--- src/rtl/pwm_pkg.sv ---
// Shared types and default widths for the breathing-LED duty generator.
// The phase encoding is visible on the phase output, so its values are fixed.
package pwm_pkg;

  localparam int PRESCALE_W_DEF = 16;
  localparam int RAMP_W_DEF     = 8;

  typedef enum logic [1:0] {
    LOW_HOLD  = 2'd0,
    RISE      = 2'd1,
    HIGH_HOLD = 2'd2,
    FALL      = 2'd3
  } breath_phase_t;

endpackage

--- src/rtl/strobe_divider.sv ---
// Counter that fires once every limit+1 enabled cycles, using a >= compare so a
// shrinking limit takes effect at once. Strobe is either registered or combinational.
module strobe_divider
  import pwm_pkg::*;
#(
  parameter int W       = PRESCALE_W_DEF,
  parameter bit REG_OUT = 1'b1
) (
  input  logic         clk,
  input  logic         rst,
  input  logic         ena,
  input  logic [W-1:0] limit,
  output logic         strobe
);

  logic [W-1:0] cnt;
  logic         hit;

  assign hit = (cnt >= limit);

  // NOTE: state registers use non-blocking assignments so every flop samples
  // pre-edge values; blocking here would create order-dependent simulation.
  always_ff @(posedge clk) begin
    if (!rst) begin
      cnt <= '0;
    end else if (ena) begin
      cnt <= hit ? '0 : cnt + W'(1);
    end
  end

  generate
    if (REG_OUT) begin : g_reg
      logic strobe_q;

      always_ff @(posedge clk) begin
        if (!rst) begin
          strobe_q <= 1'b0;
        end else begin
          strobe_q <= ena & hit;
        end
      end

      assign strobe = strobe_q;
    end else begin : g_comb
      // Acts in the same edge as the enabling pulse, so the caller's state
      // changes exactly at the compare edge.
      assign strobe = ena & hit;
    end
  endgenerate

endmodule

--- src/rtl/pwm_breather.sv ---
// Drives a downstream pwm with a breathing duty: ramp up, hold full, ramp down,
// hold zero. Step comes from a prescaler; ramp ticks are every ramp_steps+1 steps.
module pwm_breather
  import pwm_pkg::*;
#(
  parameter int N          = 8,
  parameter int PRESCALE_W = PRESCALE_W_DEF,
  parameter int RAMP_W     = RAMP_W_DEF
) (
  input  logic                  clk,
  input  logic                  rst,
  input  logic                  ena,
  input  logic [PRESCALE_W-1:0] prescale,
  input  logic [RAMP_W-1:0]     ramp_steps,
  input  logic [N-1:0]          delta,
  input  logic [RAMP_W-1:0]     hold,
  output logic                  step,
  output logic [N-1:0]          duty,
  output logic [1:0]            phase,
  output logic                  cycle_done
);

  localparam logic [N:0] MAX = {1'b0, {N{1'b1}}};

  breath_phase_t     phase_q;
  logic [RAMP_W-1:0] hcnt;
  logic              ramp_ena;
  logic              tick;
  logic [N:0]        d_eff;
  logic [N:0]        rise_sum;
  logic              hold_done;
  logic              fall_done;

  strobe_divider #(
    .W       (PRESCALE_W),
    .REG_OUT (1'b1)
  ) u_step_div (
    .clk    (clk),
    .rst    (rst),
    .ena    (ena),
    .limit  (prescale),
    .strobe (step)
  );

  // The step counter only advances on step pulses while running.
  assign ramp_ena = ena & step;

  strobe_divider #(
    .W       (RAMP_W),
    .REG_OUT (1'b0)
  ) u_tick_div (
    .clk    (clk),
    .rst    (rst),
    .ena    (ramp_ena),
    .limit  (ramp_steps),
    .strobe (tick)
  );

  // One extra bit of headroom keeps duty+d and the fall compare free of wrap.
  always_comb begin
    d_eff     = (delta == '0) ? (N+1)'(1) : {1'b0, delta};
    rise_sum  = {1'b0, duty} + d_eff;
    hold_done = (hcnt == hold);
    fall_done = ({1'b0, duty} <= d_eff);
  end

  always_ff @(posedge clk) begin
    if (!rst) begin
      duty       <= '0;
      phase_q    <= LOW_HOLD;
      hcnt       <= '0;
      cycle_done <= 1'b0;
    end else begin
      cycle_done <= 1'b0;
      if (tick) begin
        case (phase_q)
          LOW_HOLD, HIGH_HOLD: begin
            if (hold_done) begin
              hcnt    <= '0;
              phase_q <= (phase_q == LOW_HOLD) ? RISE : FALL;
            end else begin
              hcnt <= hcnt + RAMP_W'(1);
            end
          end
          RISE: begin
            if (rise_sum >= MAX) begin
              duty    <= MAX[N-1:0];
              phase_q <= HIGH_HOLD;
            end else begin
              duty <= rise_sum[N-1:0];
            end
          end
          FALL: begin
            if (fall_done) begin
              duty       <= '0;
              phase_q    <= LOW_HOLD;
              cycle_done <= 1'b1;
            end else begin
              duty <= duty - d_eff[N-1:0];
            end
          end
          default: phase_q <= LOW_HOLD;
        endcase
      end
    end
  end

  assign phase = phase_q;

endmodule

--- config.mk ---
export PLATFORM = sky130hd
export DESIGN_NAME = pwm_breather
export DESIGN_NICKNAME = d
export VERILOG_FILES = /design/src/rtl/pwm_pkg.sv /design/src/rtl/strobe_divider.sv /design/src/rtl/pwm_breather.sv
export SDC_FILE = /design/constraint.sdc
export NUM_CORES = 1
export LEC_CHECK = 0
export ABC_AREA = 1
export ABC_CLOCK_PERIOD_IN_PS = 4800
export BUFFER_PORTS_ARGS = -buffer_cell sky130_fd_sc_hd__buf_2
export CAP_MARGIN = 20
export CORE_MARGIN = 2
export CORE_UTILIZATION = 41
export CTS_CLUSTER_DIAMETER = 100
export DETAILED_ROUTE_END_ITERATION = 10
export SYNTH_ARGS = -nofsm -noshare
export SYNTH_HDL_FRONTEND = slang
export SYNTH_SLANG_ARGS = --single-unit
export TNS_END_PERCENT = 100
--- constraint.sdc ---
create_clock -name clk -period 4.8 [get_ports clk]
set_clock_uncertainty 0.05 [all_clocks]
set_input_delay 0.72 -clock clk [delete_from_list [all_inputs] [get_ports clk]]
set_output_delay 0.72 -clock clk [all_outputs]
set_load 0.1 [all_outputs]
==> reports/summary.txt <==
hold_ws: 0.457 ns
Setup CP Type: in -> reg
pre-CTS setup slack: 1.75 ns
DR WL/cell: 11.3 um
most common cell after layout, fill and taps aside: nand2_1
DP Cell Count: 676
# rows: 34
P&R area growth vs syn: 11.5%
Die H: 98.5 um
worst r2r src: u_tick_div.cnt[7]$_SDFFE_PN0P_
detailed placement HPWL: 6.41 mm
initial core utilization: 42.2%
Synth Area in Adders: 17.2%
Seq/Total Area, Yosys: 24.1%
Worst Path Arrival: 2.89 ns
final period utilization: 57.2%
vias post-DR: 3311
Async S/R FF share, synth: 0%
simple-gate share of the synthesized area: 28.6%
compound-cell area share of the yosys netlist: 11.9%
Hold Path Stages: 2
main flop type after synthesis: dfxtp_1
Synth Area in XOR/XNOR: 6.94%
first drt pass iteration count: 4
largest fanout on the critical path: 7
CP startpoint kind: input port
RePlAce Congestion: 0.879
Setup Buffers After CTS: 0
power per standard cell area: 171 nW/um2
Non-Filler Instances: 684
Multi-input gate area: 2370 um2
Worst-path clk slew: 0.08 ns
worst setup path startpoint: delta[3]
top-level I/O count: 55
Sum Neg Setup Slack: 0 ns
max-slew violation total from the final report: 0
CTS H-Tree Depth: 2
Crit path required time: 4.94 ns
DRT Wirelength: 7.71 mm
antenna-violating nets left: 0
x dimension of the die: 98.5 um
worst slew pin tran: 0.694 ns
nets: 667
PostCTS Resize Cnt: 0
# hold bufs at CTS: 0
worst r2r path cells: 11
global route overflow: 0
most frequent cells in the layout: nand2_1 (100), inv_1 (83), nor2_1 (56)
library cells used by synthesis: 44
min-delay src: u_tick_div.cnt[0]$_SDFFE_PN0P_
syn avg cell area: 6.96 um2
core area: 8680 um2
Port Buffer Count: 54
clk sinks: 44
RSZ-0062 raised after global routing: false
layout cells sized above 1: 16.0%
Initial DRC Count: 127
initial antenna violation count: 0
Synth Register Bits: 44
Register Area: 881 um2
final hold vios: 0
first-pass GRT wire length: 13.6 mm
Hold Path Class: reg -> reg
syn nets: 618
Ys Warns: 0
CTS root buffer: clkbuf_8
GRT Total Usage: 16.5%
main combinational cell family by area after synthesis: simple AND/OR/NAND/NOR gates
Max-slew headroom: 53.6%
TritonCTS Buffers: 5
synthesized area: 3660 um2
Residual DRC: 0
Pleak: 2.07 nW
Clock Path Buffers: 2
number of max-cap violations: 0
die area: 9700 um2
Cells after Synth: 526
Layout fillers: 932
Max Fclk: 0.364 GHz
# diodes: 0
vias in the first global route: 3158
Post-synth EDFFs: 0
vias per inst: 4.84
worst skew pair latency: 0.29 ns
mux cell area share after synthesis: 0%
min Tclk post-route: 2.75 ns
final setup violating endpoints: 0
status: complete, no violations
final core occ: 47.0%
Crit. End Element: flip-flop
VDD IR-drop max: 112 uV
CTS tree: done
largest net degree at the start of global routing: 17
Setup WS post-layout: 2.05 ns
cells in the mapped netlist, types with 5 or more instances:
| cell | n | area share [%] |
|---|---|---|
| dfxtp_1 | 44 | 24 |
| inv_1 | 83 | 8.5 |
| nor3_1 | 11 | 1.5 |
| xor2_1 | 24 | 5.7 |
| xnor2_1 | 5 | 1.2 |
| a21oi_1 | 34 | 4.6 |
| nor2_1 | 56 | 5.7 |
| ha_1 | 47 | 16 |
| nand4_1 | 9 | 1.5 |
| nand3_1 | 26 | 3.6 |
| nand2_1 | 100 | 10 |
| nand2_2 | 7 | 1.2 |
| inv_2 | 5 | 0.51 |
| o21ai_0 | 19 | 2.6 |
power by group:
group | internal [mW] | total, mW | switching, mW
combinational | 0.0373 | 0.0907 | 0.0534
sequential | 0.367 | 0.368 | 0.00173
clock | 0.117 | 0.239 | 0.122
total | 0.521 | 0.698 | 0.177
worst max-delay path, cell delays in order:
cell and delay, ns:
buf_2 0.11, nor4_1 0.29, a41o_1 0.26, ha_1 0.16, inv_1 0.06, fa_1 0.37
nand2_1 0.09, nand2_1 0.08, nand3_1 0.08, nand3_1 0.08, nand2_2 0.11, nor2_4 0.06
a21oi_2 0.16, nand3_4 0.10, nor2_1 0.10, nor2_1 0.05
flip-flops by register name, indices dropped and copies added (netlist names):
name and flops:
u_step_div.strobe 1, u_step_div.cnt 16, hcnt 8, phase 2
duty 8, u_tick_div.cnt 8, cycle_done 1
routing by layer:
layer	vias up	track usage [%]	share of wire (%)
met5	-	0	0
met4	0	4.11	1.6
met3	8	2.41	4.0
met2	58	28.6	47
met1	1459	21.5	47
li1	1786	-	-
kinds of logic (layout without fill, tap and decap cells):
group / after synthesis / count (layout)
DFF: 44 / 44
buffers and inverters: 101 / 151
xor gates and xnor gates: 29 / 29
adders and majority gates: 49 / 49
AOI/OAI and AO/OA: 74 / 74
and+or+nand+nor: 229 / 229
final cells by class:
class	instances	area share, %
Inverter	89	8.24
Tap cell	108	3.31
Clock inverter	1	0.184
Timing Repair Buffer	54	6.62
Sequential cell	44	21.6
Clock buffer	7	2.11
Multi-Input combinational cell	381	58.0
path summary, 6_finish.rpt:
| kind | end | slack, ns |
|---|---|---|
| worst max-delay path | phase[0]$_SDFFE_PN0P_ | 2.05 |
| worst min-delay path | u_tick_div.cnt[0]$_SDFFE_PN0P_ | 0.46 |
| worst max register to register | hcnt[5]$_SDFFE_PN0P_ | 2.34 |
| worst min register to register | u_tick_div.cnt[0]$_SDFFE_PN0P_ | 0.46 |
metrics by stage:
stage	instance area [um2]	power, mW
2_1_floorplan	3660	0.439
3_3_place_gp	3990	0.467
3_5_place_dp	3990	0.469
4_1_cts	4080	0.708
5_1_grt	4080	0.740
6_report	4080	0.698
No activity file was read; power rests on OpenSTA's default activity.
